==> config.mk <==
export PLATFORM = sky130hd
export DESIGN_NAME = tspp_fetch_stage
export DESIGN_NICKNAME = d
export VERILOG_FILES = /design/src/rtl/tspp_fetch_stage.sv
export SDC_FILE = /design/constraint.sdc
export NUM_CORES = 1
export LEC_CHECK = 0
export ABC_CLOCK_PERIOD_IN_PS = 10000
export CORE_ASPECT_RATIO = 1.25
export CORE_MARGIN = 1.5
export CORE_UTILIZATION = 54
export DETAILED_ROUTE_END_ITERATION = 8
export PLACE_DENSITY = 0.81
export SYNTH_ARGS = -nofsm -noshare
export SYNTH_HDL_FRONTEND = slang
export SYNTH_SLANG_ARGS = --single-unit
==> constraint.sdc <==
create_clock -name CLK -period 10 [get_ports CLK]
set_input_delay 1.5 -clock CLK [delete_from_list [all_inputs] [get_ports CLK]]
set_output_delay 1.5 -clock CLK [all_outputs]
set_load 0.05 [all_outputs]
==> src/rtl/tspp_fetch_stage.sv <==
// Fetch stage: owns the PC, issues instruction-memory reads and hands {pc, instr, npc}
// to execute through a one-entry slot, squashing wrong-path fetches on redirect.
module tspp_fetch_stage #(
    parameter logic [31:0] RESET_PC  = 32'h0000_0200,
    parameter logic [31:0] NOP_INSTR = 32'h0000_0013
) (
    input  logic        CLK,
    input  logic        RST,
    output logic        imem_ren,
    output logic [31:0] imem_addr,
    input  logic        imem_busy,
    input  logic [31:0] imem_rdata,
    input  logic        ex_stall,
    input  logic        redirect_valid,
    input  logic [31:0] redirect_pc,
    output logic        fe_valid,
    output logic [31:0] fe_pc,
    output logic [31:0] fe_instr,
    output logic [31:0] fe_npc,
    output logic        fe_misaligned
);

    typedef enum logic [2:0] {
        StFetch,
        StHold,
        StDrain,
        StFault,
        StIdle
    } state_e;

    state_e      state_q, state_d;
    logic [31:0] pc_q, pc_d;
    logic [31:0] pend_q, pend_d;
    logic [31:0] skid_pc_q, skid_pc_d;
    logic [31:0] skid_instr_q, skid_instr_d;
    logic        fe_valid_q, fe_valid_d;
    logic [31:0] fe_pc_q, fe_pc_d;
    logic [31:0] fe_instr_q, fe_instr_d;
    logic [31:0] fe_npc_q, fe_npc_d;
    logic        fe_mis_q, fe_mis_d;

    logic        done;
    logic        consume;
    logic        redirect_mis;
    logic [31:0] drain_target;
    logic        load_en;
    logic [31:0] load_pc;
    logic [31:0] load_instr;
    logic        load_mis;

    // The abandoned read keeps pc_q as its address, so DRAIN needs no separate register.
    assign imem_ren     = !RST && (state_q == StFetch || state_q == StDrain);
    assign imem_addr    = pc_q;
    assign done         = imem_ren && !imem_busy;
    assign consume      = fe_valid_q && !ex_stall;
    assign redirect_mis = redirect_pc[1:0] != 2'b00;
    assign drain_target = redirect_valid ? redirect_pc : pend_q;

    always_comb begin
        state_d      = state_q;
        pc_d         = pc_q;
        pend_d       = pend_q;
        skid_pc_d    = skid_pc_q;
        skid_instr_d = skid_instr_q;
        fe_valid_d   = fe_valid_q;
        fe_pc_d      = fe_pc_q;
        fe_instr_d   = fe_instr_q;
        fe_npc_d     = fe_npc_q;
        fe_mis_d     = fe_mis_q;
        load_en      = 1'b0;
        load_pc      = pc_q;
        load_instr   = imem_rdata;
        load_mis     = 1'b0;

        if (consume || redirect_valid) begin
            fe_valid_d = 1'b0;
        end

        unique case (state_q)
            StFetch: begin
                if (redirect_valid) begin
                    if (!done) begin
                        // Never drop a request mid-transfer; finish it, then jump.
                        pend_d  = redirect_pc;
                        state_d = StDrain;
                    end else begin
                        pc_d    = redirect_pc;
                        state_d = redirect_mis ? StFault : StFetch;
                    end
                end else if (done) begin
                    pc_d = pc_q + 32'd4;
                    if (!fe_valid_q || consume) begin
                        load_en = 1'b1;
                    end else begin
                        skid_pc_d    = pc_q;
                        skid_instr_d = imem_rdata;
                        state_d      = StHold;
                    end
                end
            end
            StHold: begin
                if (redirect_valid) begin
                    pc_d    = redirect_pc;
                    state_d = redirect_mis ? StFault : StFetch;
                end else if (consume) begin
                    load_en    = 1'b1;
                    load_pc    = skid_pc_q;
                    load_instr = skid_instr_q;
                    state_d    = StFetch;
                end
            end
            StDrain: begin
                if (done) begin
                    pc_d = drain_target;
                    if (drain_target[1:0] != 2'b00) begin
                        load_en    = 1'b1;
                        load_pc    = drain_target;
                        load_instr = NOP_INSTR;
                        load_mis   = 1'b1;
                        state_d    = StIdle;
                    end else begin
                        state_d = StFetch;
                    end
                end else begin
                    pend_d = drain_target;
                end
            end
            StFault, StIdle: begin
                if (redirect_valid) begin
                    pc_d    = redirect_pc;
                    state_d = redirect_mis ? StFault : StFetch;
                end else if (state_q == StFault) begin
                    // Slot was cleared by the redirect that brought us here.
                    load_en    = 1'b1;
                    load_instr = NOP_INSTR;
                    load_mis   = 1'b1;
                    state_d    = StIdle;
                end
            end
            default: state_d = StFetch;
        endcase

        if (load_en) begin
            fe_valid_d = 1'b1;
            fe_pc_d    = load_pc;
            fe_instr_d = load_instr;
            fe_npc_d   = load_pc + 32'd4;
            fe_mis_d   = load_mis;
        end
    end

    always_ff @(posedge CLK or posedge RST) begin
        if (RST) begin
            state_q      <= StFetch;
            pc_q         <= RESET_PC;
            pend_q       <= 32'd0;
            skid_pc_q    <= 32'd0;
            skid_instr_q <= 32'd0;
            fe_valid_q   <= 1'b0;
            fe_pc_q      <= 32'd0;
            fe_instr_q   <= 32'd0;
            fe_npc_q     <= 32'd0;
            fe_mis_q     <= 1'b0;
        end else begin
            state_q      <= state_d;
            pc_q         <= pc_d;
            pend_q       <= pend_d;
            skid_pc_q    <= skid_pc_d;
            skid_instr_q <= skid_instr_d;
            fe_valid_q   <= fe_valid_d;
            fe_pc_q      <= fe_pc_d;
            fe_instr_q   <= fe_instr_d;
            fe_npc_q     <= fe_npc_d;
            fe_mis_q     <= fe_mis_d;
        end
    end

    assign fe_valid      = fe_valid_q;
    assign fe_pc         = fe_pc_q;
    assign fe_instr      = fe_instr_q;
    assign fe_npc        = fe_npc_q;
    assign fe_misaligned = fe_mis_q;

endmodule

==> flow_summary_export.csv <==
group,metric,value,unit
synthesis,synth_warnings,0,
sta,final_hold_viol_count,0,
place,dp_hpwl,23700,µm
finish,fin_nets,1410,
floorplanning,initial_utilization,54.8,%
floorplanning,die_y,168,µm
setup_path,worstRegToRegCells,7,
place,dpl_cell_area,14000,µm²
detailed_routing,via_per_inst,6.44,
synthesis,synth_edf_count,0,
worst_hold_path,holdCritPathClass,"reg -> reg",
power,p_leak,0.00638,µW
setup_path,crit_type,"in -> reg",
floorplanning,core,21400,µm²
synthesis,synth.distinct_cells,71,
detailed_routing,dr_total_vias,10500,
grt,track_usage,31.2,%
clock_tree,clkTransAtPathRegs,60,ps
setup_path,crit_fanout,106,
place,port_buffers,199,
setup_path,critPathLaunchType,"primary input",
power,sw_frac_of_total,47.8,%
floorplanning,fp-row-count,60,
grt,grt_overflow,0,
sta,finalClockSkew,17.1,ps
clock_tree,clockRootBuffer,"clkbuf_16",
power,power_frac_comb,52.5,%
clock_tree,tritoncts,"done",
setup_path,crit_required,10350,ps
place,gp_routability_congestion,0.900,
grt,grt_pass1_vias,10200,
sta,fin_setup_tns,0,ps
grt,antenna_found_initial,0,
clock_tree,clock_latency,520,ps
power,clkPwrFrac,17.5,%
run,maxCapViolations,0,
floorplanning,io_pins,200,
synthesis,seq_area_frac_synth,48.5,%
synthesis,postSynthCellCount,1176,
grt,grt_max_degree,124,
synthesis,yosysTopAreaCell,"dfrtp_1",
finish,fin_cells,1637,
clock_tree,cts_htree_levels,1,
power,powerDensity,381,nW/µm²
sta,slew_viol_final,0,
sta,finalCriticalPeriod,5510,ps
finish,area_growth,26.8,%
setup_path,cp.arrival,5860,ps
synthesis,synth-seq-cells,227,
floorplanning,die_w,135,µm
setup_path,endpoint_kind,"register",
sta,period_share,55.1,%
finish,final_area,14900,µm²
finish,post_route_cells_drive_above_1_share,14.4,%
synthesis,synth_area_leaders,"dfrtp_1 48%, mux2_2 8.8%, a21oi_1 3.6%",
detailed_routing,ant_nets,0,
synthesis,synthArstFlopShare,100,%
sta,max_freq,181,MHz
grt,grt_pass1_wl,55800,µm
synthesis,syn_area_per_cell,9.97,µm²
finish,fillerInstances,1582,
clock_tree,post_cts_resized,0,
sta,worstMarginPinSlew,1320,ps
clock_tree,clock_path_buffers,3,
sta,slew_headroom,11.5,%
clock_tree,hold_buffers,0,
detailed_routing,firstDrtPassIters,6,
worst_hold_path,min_delay_path_depth,2,
synthesis,synth_ff_type,"dfrtp_1",
detailed_routing,drc,0,
detailed_routing,totalWireLength,35900,µm
synthesis,synth_top_area_share,48.2,%
sta,grt_setup_unrepaired,"false",
clock_tree,cts.sinks,227,
sta,finalSetupViolCount,0,
synthesis,syn_area,11700,µm²
detailed_routing,drt_iter0_drc,1156,
place,dp.cells,1592,
finish,final_util,69.5,%
outcome,status,"complete, no violations",
power,switching_power,2710,µW
synthesis,synth_most_common_cell,"dfrtp_1",
detailed_routing,avgRoutedWirePerCell,21.9,µm
power,vdd_ir_drop_max,0.000252,V
floorplanning,die_area,22600,µm²
clock_tree,cts_buffers,24,
power,p_int,2960,µW
synthesis,synth_common_cells,"226 x dfrtp_1, 103 x nand2_1, 100 x nor2_1, 92 x mux2_2",
clock_tree,post-cts-setup-buffer-count,0,
synthesis,syn_nets,1247,
power,pwr-share-seq,29.9,%
[cell families after synthesis]
| group | synth area share [%] |
|---|---|
| adder cells (fa/ha/maj) | 0.213 |
| AO/OA/AOI/OAI | 20.0 |
| multiplexers | 11.5 |
| buffers and inverters | 3.69 |
| XOR/XNOR | 2.39 |
| AND/OR/NAND/NOR | 13.8 |
| flip-flops | 48.5 |
[worst max-delay path, cell delays in order]
cell and delay, ps:
buf_2 110, buf_4 700, o21bai_1 230, buf_4 320, a211oi_1 240, a21oi_1 270, and2_1 1050, nand2_4 870
nor2_1 380, a21oi_1 80
[metrics by stage]
stage | hold WS [ps] | setup slack, ps | power (µW)
2_1_floorplan | 442 | 2280 | 3580
3_3_place_gp | 452 | 4260 | 4560
3_5_place_dp | 456 | 4180 | 4640
4_1_cts | 470 | 4600 | 5640
5_1_grt | 486 | 4220 | 5920
6_report | 466 | 4490 | 5670
[area by class of cell]
class / instances / area, µm² / share of cell area [%]
antenna: 1 / 2.50 / 0.0168
clock buffer: 29 / 671 / 4.51
sequential: 227 / 5680 / 38.2
multi-input combinational: 841 / 5650 / 38.0
clock inverter: 15 / 223 / 1.50
inverter: 13 / 56.3 / 0.379
timing repair buffer: 232 / 2230 / 15.0
tap: 279 / 349 / 2.35
[path summary, 6_finish.rpt]
kind,from,endpoint,slack [ps]
max,redirect_valid,fe_pc[14]$_DFFE_PP0P_,4490
min,fe_npc[3]$_DFFE_PP0P_,fe_npc[3]$_DFFE_PP0P_,470
max reg2reg,state_q[0]$_DFFE_PP0P_,fe_pc[14]$_DFFE_PP0P_,5280
min reg2reg,fe_npc[3]$_DFFE_PP0P_,fe_npc[3]$_DFFE_PP0P_,470
max in group asynchronous,RST,skid_pc_q[7]$_DFFE_PP0P_,7100
min in group asynchronous,RST,fe_instr[30]$_DFFE_PP0P_,1590
[flip-flops by register name, indices dropped and copies added, names as in the netlist]
name           cells
imem_addr         32
fe_instr          32
skid_pc_q         32
pend_q            32
skid_instr_q      32
fe_valid           1
state_q            3
fe_misaligned      1
fe_pc             32
fe_npc            30
[per-layer routing]
| metal | wire length [µm] | up-vias | GRT usage, % |
|---|---|---|---|
| met1 | 13800 | 5173 | 40.1 |
| met3 | 2920 | 130 | 4.97 |
| met4 | 1870 | 0 | 15.7 |
| met2 | 17300 | 548 | 51.0 |
| met5 | 0 | - | 0 |
| li1 | - | 4692 | - |
[cell usage in the layout (no fill, tap or decap), drive strengths merged, types with 10 or more instances in the layout]
cell type and instances:
a311oi 20, o21ai 87, mux2i 31, a2111oi 25
xnor2 15, dfrtp 226, clkdlybuf4s50 198, a221oi 13
o22ai 10, xor2 17, and3 37, nor2 100
nand4 11, a22oi 39, mux2 92, a21oi 84
clkbuf 29, nand2 103, nand3 18, nor3 22
inv 15, buf 34
[power groups by stage]
stage | combinational (µW) | sequential, µW | clock [µW]
floorplan | 1150 | 2430 | 0
global placement | 2880 | 1680 | 0
detailed placement | 2940 | 1700 | 0
CTS | 2950 | 1690 | 1000
global route | 3140 | 1740 | 1040
finish | 2980 | 1700 | 993
(Power assumes the default switching activity.)
